File: src/rtl/cp0_exc_unit.sv
// Coprocessor-0 exception unit: Status/Cause/EPC/PRId registers, interrupt synchronizer,
// exception/interrupt/eret arbitration and a one-cycle flush FSM.
module cp0_exc_unit (
  input  logic        clk,
  input  logic        rst,
  input  logic [1:0]  exc_code,
  input  logic        instr_valid,
  input  logic [31:0] exc_pc,
  input  logic [5:0]  hw_int,
  input  logic        eret,
  input  logic        cp0_we,
  input  logic [4:0]  cp0_addr,
  input  logic [31:0] cp0_wdata,
  output logic [31:0] cp0_rdata,
  output logic        exc_flush,
  output logic [31:0] exc_target,
  output logic [31:0] status_out,
  output logic [31:0] cause_out,
  output logic [31:0] epc_out
);

  localparam logic [31:0] ExcVector  = 32'h0000_4180;
  localparam logic [31:0] PridValue  = 32'h0000_0001;
  localparam logic [4:0]  AddrStatus = 5'd12;
  localparam logic [4:0]  AddrCause  = 5'd13;
  localparam logic [4:0]  AddrEpc    = 5'd14;
  localparam logic [4:0]  AddrPrid   = 5'd15;
  localparam logic [4:0]  CodeInt    = 5'd0;
  localparam logic [4:0]  CodeRi     = 5'd10;
  localparam logic [4:0]  CodeOv     = 5'd12;

  typedef enum logic [0:0] {StRun, StFlush} state_e;

  state_e      state_q, state_d;
  logic [5:0]  int_sync1_q, int_sync2_q;
  logic        ie_q, ie_d;
  logic        exl_q, exl_d;
  logic [5:0]  im_q, im_d;
  logic [1:0]  ip_sw_q, ip_sw_d;
  logic [4:0]  cause_exc_q, cause_exc_d;
  logic [31:0] epc_q, epc_d;

  logic        in_run;
  logic        sync_exc;
  logic        int_req;
  logic        take_exc;
  logic        take_eret;
  logic        take_any;
  logic        wr_ok;
  logic [4:0]  mapped_code;

  assign status_out = {16'b0, im_q, 8'b0, exl_q, ie_q};
  assign cause_out  = {16'b0, int_sync2_q, ip_sw_q, 1'b0, cause_exc_q, 2'b0};
  assign epc_out    = epc_q;

  // Event arbitration: synchronous exception beats interrupt beats eret.
  always_comb begin
    in_run      = (state_q == StRun);
    sync_exc    = in_run & instr_valid & ((exc_code == 2'd1) | (exc_code == 2'd2));
    int_req     = in_run & instr_valid & ie_q & ~exl_q &
                  (|({int_sync2_q, ip_sw_q} & {im_q, 2'b11}));
    take_exc    = sync_exc | int_req;
    take_eret   = in_run & instr_valid & eret & ~take_exc;
    take_any    = take_exc | take_eret;
    wr_ok       = in_run & cp0_we & ~take_any;
    mapped_code = CodeInt;
    if (sync_exc) begin
      case (exc_code)
        2'd1:    mapped_code = CodeRi;
        2'd2:    mapped_code = CodeOv;
        default: mapped_code = CodeInt;
      endcase
    end
  end

  always_comb begin
    exc_flush  = take_any;
    exc_target = take_eret ? epc_q : ExcVector;
  end

  // mfc0 reads the current (pre-write) register contents.
  always_comb begin
    cp0_rdata = 32'h0;
    case (cp0_addr)
      AddrStatus: cp0_rdata = status_out;
      AddrCause:  cp0_rdata = cause_out;
      AddrEpc:    cp0_rdata = epc_q;
      AddrPrid:   cp0_rdata = PridValue;
      default:    cp0_rdata = 32'h0;
    endcase
  end

  always_comb begin
    state_d     = state_q;
    ie_d        = ie_q;
    exl_d       = exl_q;
    im_d        = im_q;
    ip_sw_d     = ip_sw_q;
    cause_exc_d = cause_exc_q;
    epc_d       = epc_q;

    if (wr_ok) begin
      case (cp0_addr)
        AddrStatus: begin
          ie_d  = cp0_wdata[0];
          exl_d = cp0_wdata[1];
          im_d  = cp0_wdata[15:10];
        end
        AddrCause: ip_sw_d = cp0_wdata[9:8];
        AddrEpc:   epc_d   = cp0_wdata;
        default:   ;
      endcase
    end

    // A nested exception (EXL already set) must keep the original return address.
    if (take_exc) begin
      exl_d       = 1'b1;
      cause_exc_d = mapped_code;
      if (!exl_q) begin
        epc_d = exc_pc;
      end
    end else if (take_eret) begin
      exl_d = 1'b0;
    end

    unique case (state_q)
      StRun:   state_d = take_any ? StFlush : StRun;
      StFlush: state_d = StRun;
      default: state_d = StRun;
    endcase
  end

  always_ff @(posedge clk) begin
    if (rst) begin
      state_q     <= StRun;
      int_sync1_q <= 6'b0;
      int_sync2_q <= 6'b0;
      ie_q        <= 1'b0;
      exl_q       <= 1'b0;
      im_q        <= 6'b0;
      ip_sw_q     <= 2'b0;
      cause_exc_q <= 5'b0;
      epc_q       <= 32'h0;
    end else begin
      state_q     <= state_d;
      int_sync1_q <= hw_int;
      int_sync2_q <= int_sync1_q;
      ie_q        <= ie_d;
      exl_q       <= exl_d;
      im_q        <= im_d;
      ip_sw_q     <= ip_sw_d;
      cause_exc_q <= cause_exc_d;
      epc_q       <= epc_d;
    end
  end

endmodule

File: config.mk
export PLATFORM = sky130hd
export DESIGN_NAME = cp0_exc_unit
export DESIGN_NICKNAME = d
export VERILOG_FILES = /design/src/rtl/cp0_exc_unit.sv
export SDC_FILE = /design/constraint.sdc
export NUM_CORES = 1
export LEC_CHECK = 0
export CORE_ASPECT_RATIO = 1.5
export CORE_MARGIN = 2
export CORE_UTILIZATION = 39
export DETAILED_ROUTE_END_ITERATION = 16
export PLACE_DENSITY = 0.93
export SLEW_MARGIN = 0
export SYNTH_ARGS = -nofsm -noshare
export SYNTH_HDL_FRONTEND = slang
export SYNTH_SLANG_ARGS = --single-unit
export TNS_END_PERCENT = 20
File: constraint.sdc
create_clock -name clk -period 5.7 [get_ports clk]
set_clock_uncertainty 0.05 [all_clocks]
set_input_delay 1.14 -clock clk [delete_from_list [all_inputs] [get_ports clk]]
set_output_delay 1.14 -clock clk [all_outputs]
set_load 0.01 [all_outputs]
After elaboration in Yosys (flattened, before gate mapping) --
Cells that the tools add are included.
Cells by class: eq/ne operators 6, mux-type cells 14, bitwise logic cells 17, reduce and logical (&&, ||, !) cells 6
Operators by type and width (count):
- 32-bit 2-to-1 mux | 5
- 32-bit case mux with 4 select lines | 1
- 5-bit by 4-bit == test with 1-bit output, second input constant | 4
- 1-bit AND | 9
- 8-bit AND | 1
- 4-bit case mux with 2 select lines | 1
- 8-bit OR reduction | 1
- 2-bit AND reduction | 3
- 3-bit nonzero test | 2
- 1-bit 2-to-1 mux | 5
- 4-bit 2-to-1 mux | 1
- 1-bit inverter | 4
- 1-bit OR | 3
- 2-bit by 1-bit == test with 1-bit output, second input constant | 1
- 2-bit == test, second input constant | 1
- 1-bit case mux with 2 select lines | 1
Storage, ports and cells: flip-flop bits (word level) 60

Depth between registers and ports, before layout --
Gate-level depths: netlist of the first run.
depth in word-level cells 14, mapped depth 9

Least setup slack after synthesis of the first run --
No wires, ideal clock.
path kind input port to output port, start point input instr_valid, end point output exc_target[21], required time 4.510 ns, slack 2.265 ns, arrival 2.245 ns, stages 6, cell sequence nor2b_1 nand2_1 nor2_1 buf_2 clkbuf_2 and2_1
On the way: longest elaborated chain between the ends 8, elaborated cells on any way between the ends 10, classes of those cells 1 x mux; 9 x bitwise
RTL lines:
- from (decl) | line 7 | input logic instr_valid,
- 1-bit AND * | line 59, 60, 63
- 1-bit AND (3 in a row) | line 60 | int_req = in_run & instr_valid & ie_q & ~exl_q &
- 1-bit OR | line 62 | take_exc = sync_exc | int_req;
- 1-bit inverter | line 63 | take_eret = in_run & instr_valid & eret & ~take_exc;
- 1-bit AND * | line 63
- 32-bit 2-to-1 mux * | line 78 | exc_target = take_eret ? epc_q : ExcVector;
- to (decl) | line 16 | output logic [31:0] exc_target,
Every way passes the cells marked *; elsewhere a longest branch is shown, timed or not.

Worst setup path after layout of the first run --
start point input instr_valid, end point output exc_target[18]
Same word-level chain as after synthesis.

==> results.py, run 1 <==
metrics = {
    "synth": {
        "synthTopCellsByCount": "dfxtp_1 (58), nor2_1 (53), buf_4 (51)",
        "synth_edf_count": 0,
        "synth.most_common_cell": "dfxtp_1",
        "synthTopCellsByArea": "dfxtp_1 (32%), buf_4 (11%), and2_1 (8.6%)",
        "synthCells": 451,
        "ys_types": 39,
        "syn_area_per_cell_um2": 7.943,
        "yosysSeqAreaShare_pct": 32.41,
        "synth_top_cell_by_area": "dfxtp_1",
        "synthFlopType": "dfxtp_1",
        "async_flop_share_pct": 0,
        "syn_area_mm2": 0.003582,
        "ys_seq_elements": 58,
        "yosysTopAreaCellShare_pct": 32.41,
        "yosysWarnings": 0,
    },
    "pwr": {
        "combPwrFrac_pct": 21.8,
        "p_sw_share_pct": 27.47,
        "cell_internal_pwr_w": 0.0009490,
        "finalPower_w": 0.001309,
        "p_leak_nw": 2.074,
        "power_density_mw_per_mm2": 230.0,
        "clkPwrFrac_pct": 42.6,
        "ir_drop_uv": 162.3,
        "seqPwrFrac_pct": 35.6,
        "p_switching_w": 0.0003595,
    },
    "setup_path": {
        "crit_required_ns": 4.51,
        "worstSetupPathType": "input pin to primary output",
        "startpoint_type": "input pin",
        "crit_fanout": 18,
        "worstPathArrival_ns": 3.79,
        "cp-end-kind": "primary output",
    },
    "cells_and_area": {
        "layout.nets": 709,
        "areaGrowthSynthToFinish_pct": 58.85,
        "finalNonFillerCells": 739,
        "antenna_cells": 0,
        "nFillCells": 727,
        "design_area_mm2": 0.005690,
        "drive_gt1_share_pct": 5.405,
    },
    "die": {
        "coreArea_mm2": 0.008881,
        "dieWidth_um": 82.25,
        "dieHeight_um": 121.4,
        "io_pins": 243,
        "rows": 42,
        "start_util_pct": 40.34,
        "dieArea_mm2": 0.009984,
    },
    "timing": {
        "worst-slew-pin-transition_ns": 1.084,
        "max_freq_ghz": 0.2009,
        "min_period_ns": 4.977,
        "final_max_slew_viol_count": 0,
        "post-route-period-util_pct": 87.31,
        "finalHoldViolCount": 0,
        "maxSlewHeadroom_pct": 27.73,
        "rsz0062_at_grt": "false",
        "tns_ns": 0,
        "finalSetupViolCount": 0,
    },
    "global_route": {
        "grt_pass1_vias": 4007,
        "grt_max_degree": 59,
        "grtUsageTotal_pct": 27.50,
        "antenna_found_initial": 0,
        "grt_overflow": 0,
        "grt_pass1_wl_um": 20570,
    },
    "clock_tree": {
        "numCtsBuffers": 9,
        "post_cts_buffers": 0,
        "ctsHoldBuffers": 0,
        "cts.htree.levels": 3,
        "clk_root_buffer_cell": "clkbuf_16",
        "cts_tree": "done",
        "clkTransAtPathRegs_ns": 0.05,
        "clock_path_buffers": 2,
        "clk_latency_ns": 0.33,
        "cts.sinks": 58,
        "cts_resized": 0,
    },
    "run": {
        "drv_cap": 0,
    },
    "run_status": {
        "status": "finished clean",
    },
    "placed_design": {
        "io_buffers": 197,
        "dp_hpwl_um": 10120,
        "place_area_mm2": 0.005385,
        "dp.cells": 724,
        "gp_congestion": 0.8846,
    },
    "routing": {
        "antenna_left": 0,
        "num_vias": 4131,
        "drtIter0Drc": 318,
        "via_per_inst": 5.590,
        "wl_per_cell_um": 18.75,
        "routed_wirelength_um": 13850,
        "drc": 0,
        "drtPass1Iterations": 5,
    },
    "hold_path": {
        "hp-class": "flip-flop to flip-flop",
    },
}
final timing paths:
path                  start        endpoint  slack [ns]  depth (start not counted)
max reg2reg         state_q      epc_out[7]        2.97                          4
max             instr_valid  exc_target[18]        0.72                          7
min reg2reg  int_sync1_q[4]  int_sync2_q[4]        0.38                          1
min          int_sync1_q[4]  int_sync2_q[4]        0.38                          1
layer usage:
metal	vias to the layer above	track usage, %	part of all wire, %	wire length [um]
met2	289	48.34	52	7137
li1	1857	-	-	-
met4	0	14.79	5.0	686
met1	1927	29.02	35	4811
met5	-	0	0	0
met3	58	6.845	8.8	1218
worst max-delay path: stages:
cell	delay [ns]
clkdlybuf4s50_1	0.51
nor2b_1	0.41
nand2_1	0.24
nor2_2	0.47
buf_4	0.30
and2_1	0.16
clkdlybuf4s50_1	0.54
sequential cells by signal, summed over array words and instances (netlist names):
signal,cells
exl_q,1
ie_q,1
im_q,6
int_sync2_q,6
state_q,1
int_sync1_q,6
epc_out,32
ip_sw_q,2
cause_exc_q,3
kinds of logic (layout without fill, tap and decap cells):
kind of cell               count (synthesis)  count (layout)  synth area share, %
and+or+nand+nor                          155             155                22.74
adders and majority gates                  2               2               0.6985
DFF                                       58              58                32.41
AOI/OAI and AO/OA                        134             134                25.78
muxes                                      8               8                2.270
other                                      1              45               0.1047
buffers and inverters                     93             227                16.00
layout by cell type (no fill, tap or decap), types with 3 or more instances in the layout:
| cell type | count |
|---|---|
| clkbuf_8 | 3 |
| a211oi_1 | 28 |
| nand3b_1 | 3 |
| clkbuf_16 | 9 |
| a41oi_1 | 27 |
| buf_4 | 10 |
| nor2b_1 | 15 |
| o21ai_0 | 41 |
| nor2_1 | 52 |
| dfxtp_1 | 58 |
| nand2_1 | 7 |
| inv_1 | 4 |
| a21oi_1 | 19 |
| a22oi_1 | 6 |
| and2_1 | 49 |
| nand4_1 | 5 |
| nand3_1 | 11 |
| or3_1 | 3 |
| mux2i_1 | 7 |
| a311oi_1 | 5 |
| conb_1 | 45 |
| clkdlybuf4s50_1 | 196 |
power groups by stage:
stage               clock network, W  logic (W)  registers (W)
floorplan                          0   0.000150       0.000472
global placement                   0   0.000276       0.000472
detailed placement                 0   0.000282       0.000473
global route                0.000583   0.000306       0.000469
CTS                         0.000563   0.000284       0.000466
finish                      0.000557   0.000285       0.000466
cell type report:
type                    instances  area [um2]  area share, %
inverters                       5       18.77         0.3298
multi-input cells             344        2026          35.60
repair buffers                207        2042          35.88
clock inverters                 2       35.03         0.6157
flip-flops and latches         58        1161          20.40
well taps                     110       137.6          2.419
clock buffers                  13       270.3          4.749
per-stage QoR:
step | setup WS, ns | util, % | hold slack (ns)
after floorplan | 2.265 | - | 0.3638
after global placement | 0.8350 | 60.64 | 0.3684
after detailed placement | 0.7132 | 60.64 | 0.3747
after CTS | 0.7011 | 64.07 | 0.3852
after global routing | 0.5770 | 64.07 | 0.3956
final | 0.7231 | 64.07 | 0.3813
(Power assumes the default switching activity.)
==> run 2: changes to the inputs <==
GPL_TIMING_DRIVEN = 0   (was unset)
==> run 2 against run 1 <==
Effect of this change:
- wire length increased by 7.9%
- sequential share of layout area down 1.5 points
- die area unchanged
- design area increased by 8.1%
- worst hold slack better by 0.0065 ns
- highest routed layer unchanged
==> results.py, run 2 (same netlist as run 1, synthesis figures left out) <==
metrics = {
    "setup_path": {
        "crit_required_ns": 4.51,
        "startpoint_type": "input pin",
        "cp-end-kind": "primary output",
        "worstSetupPathType": "input pin to primary output",
        "worstPathArrival_ns": 3.70,
        "crit_fanout": 10,
    },
    "clock_tree": {
        "clk_latency_ns": 0.32,
        "cts.htree.levels": 3,
        "ctsHoldBuffers": 0,
        "clk_root_buffer_cell": "clkbuf_16",
        "cts.sinks": 58,
        "clock_path_buffers": 2,
        "cts_tree": "done",
        "cts_resized": 0,
        "clkTransAtPathRegs_ns": 0.05,
        "numCtsBuffers": 9,
        "post_cts_buffers": 0,
    },
    "die": {
        "io_pins": 243,
        "dieWidth_um": 82.25,
        "rows": 42,
        "dieArea_mm2": 0.009984,
        "start_util_pct": 40.34,
        "dieHeight_um": 121.4,
        "coreArea_mm2": 0.008881,
    },
    "run": {
        "drv_cap": 0,
    },
    "timing": {
        "post-route-period-util_pct": 85.84,
        "min_period_ns": 4.893,
        "final_max_slew_viol_count": 0,
        "finalHoldViolCount": 0,
        "tns_ns": 0,
        "setup_slack_ns": 0.8072,
        "finalSetupViolCount": 0,
        "maxSlewHeadroom_pct": 62.11,
        "rsz0062_at_grt": "false",
        "worst-slew-pin-transition_ns": 0.5684,
        "max_freq_ghz": 0.2044,
    },
    "pwr": {
        "finalPower_w": 0.001344,
        "seqPwrFrac_pct": 34.6,
        "combPwrFrac_pct": 24.1,
        "cell_internal_pwr_w": 0.0009763,
        "ir_drop_uv": 171.4,
        "p_sw_share_pct": 27.34,
        "clkPwrFrac_pct": 41.3,
        "power_density_mw_per_mm2": 218.4,
        "p_switching_w": 0.0003674,
        "p_leak_nw": 2.377,
    },
    "routing": {
        "wl_per_cell_um": 18.32,
        "drc": 0,
        "drtIter0Drc": 248,
        "drtPass1Iterations": 5,
        "routed_wirelength_um": 14950,
        "via_per_inst": 5.354,
        "num_vias": 4369,
        "antenna_left": 0,
    },
    "cells_and_area": {
        "layout.nets": 786,
        "largest_register_ffs": 32,
        "final_cell_mix": "clkdlybuf4s50_1 (196), dfxtp_1 (58), nor2_1 (53)",
        "antenna_cells": 0,
        "final_common_cell": "clkdlybuf4s50_1",
        "nFillCells": 701,
        "areaGrowthSynthToFinish_pct": 71.74,
        "drive_gt1_share_pct": 11.61,
    },
    "hold_path": {
        "hp-class": "flip-flop to flip-flop",
    },
    "global_route": {
        "grtUsageTotal_pct": 29.47,
        "gr-max-usage-layer": "met2",
        "grt_pass1_wl_um": 22290,
        "met2_usage_pct": 51.26,
        "grt_overflow": 0,
        "grt_max_degree": 11,
        "grt_pass1_vias": 4418,
        "met3_usage_pct": 7.440,
        "antenna_found_initial": 0,
        "grt_util_met1_pct": 31.75,
    },
    "placed_design": {
        "pre_cts_slack_ns": 0.8550,
        "gp_congestion": 0.8857,
        "dp_hpwl_um": 11630,
        "io_buffers": 196,
    },
    "run_status": {
        "status": "finished clean",
    },
}
[run 2: power groups by stage]
stage,clock network [W],logic (W),registers [W]
floorplan,0,0.000150,0.000472
global placement,0,0.000311,0.000471
detailed placement,0,0.000318,0.000472
CTS,0.000552,0.000320,0.000464
global route,0.000571,0.000346,0.000468
finish,0.000555,0.000323,0.000465
[run 2: metal layers]
metal	wire [um]	part of all wire, %
met2	7719	52
met4	675	4.5
met3	1288	8.6
met5	0	0
met1	5267	35
[run 2: metrics by stage]
step | hold slack, ns | cell area, um2 | utilization [%] | std cells
after floorplan | 0.3638 | 3747 | - | 495
after global placement | 0.3667 | 5847 | 65.84 | 801
after detailed placement | 0.3793 | 5847 | 65.84 | 801
after CTS | 0.3921 | 6152 | 69.27 | 816
after global routing | 0.4088 | 6152 | 69.27 | 816
final | 0.3878 | 6152 | 69.27 | 816
[run 2: area by class of cell]
cell class / instances / area, um2 / area share [%]
multi-input combinational: 344 / 2013 / 32.72
clock inverter: 2 / 35.03 / 0.5695
tap: 110 / 137.6 / 2.237
clock buffer: 13 / 270.3 / 4.393
buffer: 88 / 554.3 / 9.010
timing repair buffer: 196 / 1962 / 31.89
sequential: 58 / 1161 / 18.87
inverter: 5 / 18.77 / 0.3051
[run 2: critical path, stage by stage]
cell and delay, ns:
clkdlybuf4s50_1 0.48, nor2b_1 0.40, nand2_1 0.25, nor2_1 0.17, buf_2 0.30, clkbuf_2 0.26, and2_1 0.15, clkdlybuf4s50_1 0.54
[run 2: worst paths after layout]
check / start / end / slack (ns) / depth (start not counted)
worst max register to register: im_q[2] / epc_out[8] / 3.38 / 7
worst min register to register: int_sync1_q[0] / int_sync2_q[0] / 0.39 / 1
worst min-delay path: int_sync1_q[0] / int_sync2_q[0] / 0.39 / 1
worst max-delay path: instr_valid / exc_target[22] / 0.81 / 8
==> run 3: changes to the inputs <==
SETUP_SLACK_MARGIN = 0.02   (was unset)
==> results of run 3 <==
No change in the layout: final DEF, timing and power equal those of run 2.
